File: config.mk
export PLATFORM = sky130hd
export DESIGN_NAME = spike_rate_decoder
export DESIGN_NICKNAME = d
export VERILOG_FILES = /design/src/rtl/tt_neuron_pkg.sv /design/src/rtl/sat_counter.sv /design/src/rtl/spike_rate_decoder.sv
export SDC_FILE = /design/constraint.sdc
export NUM_CORES = 1
export LEC_CHECK = 0
export BUFFER_PORTS_ARGS = -buffer_cell sky130_fd_sc_hd__buf_2
export CORE_MARGIN = 8
export CORE_UTILIZATION = 60
export DETAILED_ROUTE_END_ITERATION = 7
export HOLD_SLACK_MARGIN = 0.05
export PLACE_DENSITY_LB_ADDON = 0.12
export SYNTH_ARGS = -nofsm -noshare
export SYNTH_HDL_FRONTEND = slang
export SYNTH_HIERARCHICAL = 1
export SYNTH_SLANG_ARGS = --single-unit
File: constraint.sdc
create_clock -name clk -period 3 [get_ports clk]
set_input_delay 0.6 -clock clk [delete_from_list [all_inputs] [get_ports clk]]
set_output_delay 0.6 -clock clk [all_outputs]
set_load 0.005 [all_outputs]
File: src/rtl/tt_neuron_pkg.sv
// Shared definitions for the neuron spike decoders: decoder FSM states and
// the default width of count, interval and window fields.
package tt_neuron_pkg;

   localparam int CNT_W_DEF = 8;

   typedef enum logic [0:0] {
      ST_IDLE  = 1'b0,
      ST_COUNT = 1'b1
   } dec_state_e;

endpackage

File: src/rtl/sat_counter.sv
// W-bit up counter with synchronous clear and saturation at all-ones.
// Clear takes priority over increment.
module sat_counter #(
   parameter int W = 8
) (
   input  logic         clk,
   input  logic         rst,
   input  logic         clr_i,
   input  logic         inc_i,
   output logic [W-1:0] cnt_o
);

   localparam logic [W-1:0] ONE = W'(1);
   localparam logic [W-1:0] MAX = '1;

   logic [W-1:0] cnt_q;
   logic [W-1:0] cnt_d;

   always_comb begin
      cnt_d = cnt_q;
      if (clr_i) begin
         cnt_d = '0;
      end else if (inc_i && (cnt_q != MAX)) begin
         cnt_d = cnt_q + ONE;
      end else begin
         cnt_d = cnt_q;
      end
   end

   always_ff @(posedge clk) begin
      if (rst) begin
         cnt_q <= '0;
      end else begin
         cnt_q <= cnt_d;
      end
   end

   assign cnt_o = cnt_q;

endmodule

File: src/rtl/spike_rate_decoder.sv
// Rate decoder: counts spike rising edges per window of window_len+1 cycles,
// tracks the last inter-spike interval, and hands results over a valid/ready holding register.
module spike_rate_decoder
   import tt_neuron_pkg::*;
#(
   parameter int CNT_W = CNT_W_DEF
) (
   input  logic             clk,
   input  logic             rst,
   input  logic             en,
   input  logic             spike_in,
   input  logic [CNT_W-1:0] window_len,
   output logic             out_valid,
   input  logic             out_ready,
   output logic [CNT_W-1:0] out_count,
   output logic [CNT_W-1:0] out_isi,
   output logic             overrun
);

   localparam logic [CNT_W-1:0] ONE = CNT_W'(1);
   localparam logic [CNT_W-1:0] MAX = '1;

   dec_state_e       state_q;
   logic [CNT_W-1:0] len_q;
   logic             spike_q;
   logic             seen_q;
   logic [CNT_W-1:0] last_isi_q;
   logic             valid_q;
   logic             overrun_q;
   logic [CNT_W-1:0] hold_cnt_q;
   logic [CNT_W-1:0] hold_isi_q;

   logic             edge_s;
   logic             run_s;
   logic             win_last_s;
   logic             accept_s;
   logic [CNT_W-1:0] win_cnt_s;
   logic [CNT_W-1:0] spk_cnt_s;
   logic [CNT_W-1:0] isi_cnt_s;
   logic [CNT_W-1:0] isi_new_s;
   logic [CNT_W-1:0] res_cnt_s;
   logic [CNT_W-1:0] res_isi_s;

   assign edge_s     = spike_in & ~spike_q;
   assign run_s      = (state_q == ST_COUNT) & en;
   assign win_last_s = run_s & (win_cnt_s == len_q);
   assign accept_s   = valid_q & out_ready;

   sat_counter #(.W(CNT_W)) u_win_cnt (
      .clk   (clk),
      .rst   (rst),
      .clr_i (~run_s | win_last_s),
      .inc_i (run_s),
      .cnt_o (win_cnt_s)
   );

   sat_counter #(.W(CNT_W)) u_spk_cnt (
      .clk   (clk),
      .rst   (rst),
      .clr_i (~run_s | win_last_s),
      .inc_i (run_s & edge_s),
      .cnt_o (spk_cnt_s)
   );

   // Counts cycles since the last edge minus one; the interval is this plus one.
   sat_counter #(.W(CNT_W)) u_isi_cnt (
      .clk   (clk),
      .rst   (rst),
      .clr_i (edge_s),
      .inc_i (1'b1),
      .cnt_o (isi_cnt_s)
   );

   assign isi_new_s = (isi_cnt_s == MAX) ? MAX : (isi_cnt_s + ONE);
   assign res_isi_s = (edge_s && seen_q) ? isi_new_s : last_isi_q;
   assign res_cnt_s = (edge_s && (spk_cnt_s != MAX)) ? (spk_cnt_s + ONE) : spk_cnt_s;

   always_ff @(posedge clk) begin
      if (rst) begin
         state_q <= ST_IDLE;
         len_q   <= '0;
      end else begin
         case (state_q)
            ST_IDLE: begin
               if (en) begin
                  state_q <= ST_COUNT;
                  len_q   <= window_len;
               end else begin
                  state_q <= ST_IDLE;
               end
            end
            ST_COUNT: begin
               if (!en) begin
                  state_q <= ST_IDLE;
               end else if (win_last_s) begin
                  len_q <= window_len;
               end else begin
                  state_q <= ST_COUNT;
               end
            end
            default: begin
               state_q <= ST_IDLE;
            end
         endcase
      end
   end

   always_ff @(posedge clk) begin
      if (rst) begin
         spike_q    <= 1'b0;
         seen_q     <= 1'b0;
         last_isi_q <= '0;
      end else begin
         spike_q <= spike_in;
         if (edge_s) begin
            seen_q     <= 1'b1;
            last_isi_q <= res_isi_s;
         end else begin
            seen_q <= seen_q;
         end
      end
   end

   // A finished window loads only into an empty or draining register; otherwise it is dropped.
   always_ff @(posedge clk) begin
      if (rst) begin
         valid_q    <= 1'b0;
         overrun_q  <= 1'b0;
         hold_cnt_q <= '0;
         hold_isi_q <= '0;
      end else if (win_last_s) begin
         if (!valid_q || out_ready) begin
            valid_q    <= 1'b1;
            hold_cnt_q <= res_cnt_s;
            hold_isi_q <= res_isi_s;
         end else begin
            overrun_q <= 1'b1;
         end
      end else if (accept_s) begin
         valid_q <= 1'b0;
      end else begin
         valid_q <= valid_q;
      end
   end

   assign out_valid = valid_q;
   assign out_count = hold_cnt_q;
   assign out_isi   = hold_isi_q;
   assign overrun   = overrun_q;

endmodule
# Word level (Yosys, flattened, before mapping)

Cells that the tools add are included.

Bits in registers: 61
Input bits: 13
Output and inout port bits: 18
Word-level logic and storage cells: 58

$add $sub $neg: 3
Equality and inequality tests: 9
Multiplexer cells: 11
Bitwise gates (word level): 10
Reductions and logical operators: 13

Operator list:

| kind                | count |
|---|---|
| $mux 8              | 6 |
| $add 8x1->8 const B | 3 |
| $ne 8x8->1 const B  | 3 |
| $pmux 8 s2          | 1 |
| $eq 8x8->1          | 1 |
| $eq 8x8->1 const B  | 1 |
| $reduce_and 2->1    | 3 |
| $and 1x1->1         | 5 |
| $logic_and 1x1->1   | 4 |
| $mux 1              | 4 |
| $ne 2x1->1 const B  | 2 |
| $ne 2x2->1 const B  | 2 |
| $not 1->1           | 4 |
| $reduce_or 2->1     | 2 |
| $reduce_and 3->1    | 1 |
| $reduce_bool 2->1   | 1 |
| $logic_not 1->1     | 1 |
| $logic_or 1x1->1    | 1 |
| $or 1x1->1          | 1 |

# Logic depth before layout (Yosys ltp)

Depth in word-level cells: 5
Mapped depth: 7
Depth with buffers taken out: 7

# By module

The synthesis kept the hierarchy.

Modules (own cells, without submodules):

| module             | instances | cells each | area an instance (um^2) | seq. area each (um^2) |
|---|---|---|---|---|
| spike_rate_decoder | 1         | 209        | 1836.8                  | 740.7 |
| sat_counter        | 3         | 47         | 435.4                   | 160.2 |

# Worst setup path after synthesis

Ideal clock, no wire load.

Kind: input to register
From: input en
To: register u_win_cnt.cnt_q[5], in the netlist u_win_cnt/cnt_o[5]
Setup time: 0.100 ns
Arrival time: 1.847 ns
Data required time: 2.900 ns
Slack: 1.054 ns
Cell stages on the path: 6
Path buffers: 1
Path through: buf_2 > nand2_1 > clkinv_1 > and4_1 > and3_1 > a2111oi_4

Longest elaborated chain between the ends: 4
Elaborated cells on any way between the ends: 6
Those cells by class: bitwise (4); reduce/logical (2)

Ends and longest elaborated chain:

| what                                     | line                                               | source |
|---|---|---|
| start, declared                          | spike_rate_decoder.sv:10                           | `input logic en,` |
| $and 1x1->1 (*)                          | spike_rate_decoder.sv:45                           | `assign run_s = (state_q == ST_COUNT) & en;` |
| via run_s                                | spike_rate_decoder.sv:34                           | `logic run_s;` |
| $and 1x1->1 or $not 1->1 (tied branches) | spike_rate_decoder.sv:46, spike_rate_decoder.sv:52 |  |
| $or 1x1->1                               | spike_rate_decoder.sv:52                           | `.clr_i (~run_s \| win_last_s),` |
| $reduce_or 2->1 (no source line)         | --                                                 |  |
| end signal, assigned                     | sat_counter.sv:34                                  | `cnt_q <= cnt_d;` |
| end, declared                            | sat_counter.sv:16                                  | `logic [W-1:0] cnt_q;` |

The timed path passes the listed nets; every way through them passes the cells marked *.
A chain may end at the register's enable or synchronous reset.

# Worst setup path after layout

From: register u_win_cnt.cnt_q[3], in the netlist u_win_cnt/cnt_o[3]
To: register u_spk_cnt.cnt_q[7], in the netlist u_spk_cnt/cnt_o[7]

Longest elaborated chain between the ends: 4

Ends and longest elaborated chain:

| what                             | line                     | source |
|---|---|---|
| $eq 8x8->1                       | spike_rate_decoder.sv:46 | `assign win_last_s = run_s & (win_cnt_s == len_q);` |
| $and 1x1->1                      | spike_rate_decoder.sv:46 |  |
| $or 1x1->1                       | spike_rate_decoder.sv:60 | `.clr_i (~run_s \| win_last_s),` |
| $reduce_or 2->1 (no source line) | --                       |  |
| end signal, assigned             | sat_counter.sv:34        |  |
| end, declared                    | sat_counter.sv:16        |  |

Every way passes these cells.

==> run summary <==
ys async rst share: 0%
Die ar.: 7810 sq um
row count: 26
Pwr per Cell Area: 483 nW/um^2
multiplexer area fraction after synthesis: 8.64%
Peak VDD IR: 0.000313 V
vias in the first global route: 2,487
Clock Tree Buf Depth: 2
Max FO, Critical Path: 12
DRC viols: 0
Total GRT Usage: 18.7%
CP required: 3.22 ns
family with the most delay on the worst path: simple AND/OR/NAND/NOR gates
Critical Path End Type: register
Synth Register Bits: 61
first-pass GRT wire length: 11,600 microns
# diodes: 0
number of synthesized flops with an enable pin: 0
Via density: 5.87
Worst-path clk slew: 0.07 ns
XOR/XNOR Fraction of Synth Area: 3.07%
via count: 2,693
Adder-Cell Fraction of Synth Area: 1.99%
DP Wirelength: 4740 microns
Post CTS Setup Buffer Count: 0
largest family of logic cells by synthesized area: simple AND/OR/NAND/NOR gates
multi-input logic area: 1840 sq um
share of layout cells above drive strength 1: 16.2%
Nets: 402
# hold bufs at CTS: 0
Final Util: 70.0%
die height: 88.4 microns
Primary FF master, synth: dfxtp_1
TritonRoute pass-1 iters: 4
minimum clock period: 2.23 ns
Achievable Freq: 448 MHz
setup TNS: 0 ns
final setup vio count: 0
final WL: 6820 microns
initial antenna violation count: 0
initial DRC count: 153
largest net degree at the start of global routing: 48
Final Hold Fails: 0
CP cell instances: xor2_1, nor4_4, nand2_1, nand2_1, nor2_1, and3b_1
max_cap viols: 0
port buffer count: 30
post-CTS resize count: 0
worst setup margin: 0.768 ns
Avg Inst Size Synth: 8.98 sq um
DP Worst Slack: 0.752 ns
Area Overhead vs Synth: 13.0%
post-route antenna net violation count: 0
die width: 88.4 microns
complex-gate fraction of the synthesized area: 17.2%
Slowest-stage cell, CP: dfxtp_1
post-DR wirelength/cell: 14.9 microns
clk root buf: clkbuf_8
Worst Path Buf+Inv: 0
register area share after synthesis: 38.9%
Slew headroom: 41.8%
Boundary Pins: 31
Cells after Synth: 350
routability cong.: 0.844
H-Tree Depth: 3
grt ovf: 0
RSZ-0062 raised after global routing: no
cell area after synthesis: 3140 sq um
clock latency on the worst-skew pair: 0.33 ns
Worst Tran Pin Value: 0.872 ns
Top cell by count, worst path: nand2_1
PnR Total Power: 1.72 mW
Filler cells: 430
initial core utilization: 61.9%
Num CTS Buffers: 9
status: finished clean
Synth Area in Simple Gates: 27.1%
core area: 5070 sq um
startpoint types: register
kind of critical path: register to register
clock skew: 0.0112 ns
CTS tree: yes
FF/Latch Area: 1220 sq um
Leak: 1.43 nW
Synth cell types: 48
CP Data Arrival Time: 2.45 ns
min-delay worst type: register to register
Yosys warning count: 6
Pins Over Slew Limit: 0
Sink Count: 61
Largest stage delay, worst path: 0.50 ns
part of the cycle the worst path needs: 74.4%
metal layers:
metal / routed length [microns] / part of all wire, % / global-route usage, %
met1: 3320 / 49 / 24.7
met2: 3050 / 45 / 28.4
met3: 367 / 5.4 / 3.81
met4: 78 / 1.1 / 8.29
met5: 0 / 0 / 0
cell families (layout without fill, tap and decap cells):
family	Yosys count	after routing
AND/OR/NAND/NOR	151	151
AO/OA/AOI/OAI	74	74
flip-flops	61	61
multiplexers	26	26
buffers and inverters	21	56
XOR/XNOR	11	11
adder cells (fa/ha/maj)	5	5
other	1	5
registers in the layout (all words and copies together), names as in the netlist:
| signal | cells |
|---|---|
| out_isi | 8 |
| overrun | 1 |
| len_q | 8 |
| u_isi_cnt/cnt_o | 8 |
| out_valid | 1 |
| state_q | 1 |
| spike_q | 1 |
| out_count | 8 |
| u_win_cnt/cnt_o | 8 |
| u_spk_cnt/cnt_o | 8 |
| seen_q | 1 |
| last_isi_q | 8 |
area by class of cell:
| cell class | instances | area share [%] |
|---|---|---|
| clock buffers | 11 | 4.26 |
| clock inverters | 5 | 1.66 |
| inverters | 9 | 0.951 |
| multi-input cells | 272 | 51.8 |
| flip-flops and latches | 61 | 34.4 |
| well taps | 70 | 2.47 |
| repair buffers | 31 | 4.44 |
where the power goes:
group          internal, mW  leakage (nW)  total (mW)  switching [mW]
logic                0.0452         0.836       0.123          0.0780
clock network         0.429         0.102       0.754           0.326
registers             0.828         0.494       0.839          0.0117
total                  1.30          1.43        1.72           0.416
stage by stage:
step,std cells,cell area [sq um],hold slack [ns]
floorplan,354,3160,0.432
global placement,443,3340,0.442
detailed placement,443,3340,0.449
CTS,459,3550,0.468
global route,459,3550,0.496
finish,459,3550,0.470
worst min-delay path, stage by stage, from the launching register on:
cell and delay (ns):
dfxtp_1 0.30, nand2_1 0.05, a21oi_1 0.06
cells in the final DEF (no fill, tap or decap), types with 11 or more instances in the layout:
cell type / n
a21oi_1: 26
and3_1: 11
buf_2: 30
clkbuf_8: 11
dfxtp_1: 61
mux2i_1: 17
nand2_1: 31
nand3_1: 20
nor2_1: 27
o21ai_0: 14
cells in the mapped netlist, types with 2 or more instances:
master	count	share of area, %
dfxtp_1	61	39
nand2_1	31	3.7
nor2_1	27	3.2
a21oi_1	26	4.1
nand3_1	20	3.2
mux2i_1	17	5.4
o21ai_0	14	2.2
and3_1	11	2.2
nand4_1	10	2.0
or3_1	10	2.0
xor2_1	10	2.8
a31oi_1	8	1.6
and4_1	8	2.2
inv_1	8	0.96
a21boi_1	7	1.7
nor2b_1	6	1.2
a311oi_1	5	1.4
clkbuf_1	5	0.60
ha_1	5	2.0
mux2_2	5	1.8
nor4_1	5	1.0
and3b_1	4	1.1
buf_4	4	0.96
mux2_1	4	1.4
nand2b_1	4	0.80
nor3_1	4	0.64
a2111oi_4	3	2.6
a21boi_2	3	1.1
or4_1	3	0.72
buf_1	2	0.24
nand3b_1	2	0.48
nor4_4	2	1.4
final timing paths:
kind / start / endpoint / slack [ns] / depth (start not counted)
setup reg to reg: u_win_cnt/cnt_o[3] / u_spk_cnt/cnt_o[7] / 0.77 / 6
hold / removal: last_isi_q[4] / last_isi_q[4] / 0.47 / 2
hold reg to reg: last_isi_q[4] / last_isi_q[4] / 0.47 / 2
setup / recovery: u_win_cnt/cnt_o[3] / u_spk_cnt/cnt_o[7] / 0.77 / 6
Note: power is estimated with default switching activity, not from simulation.
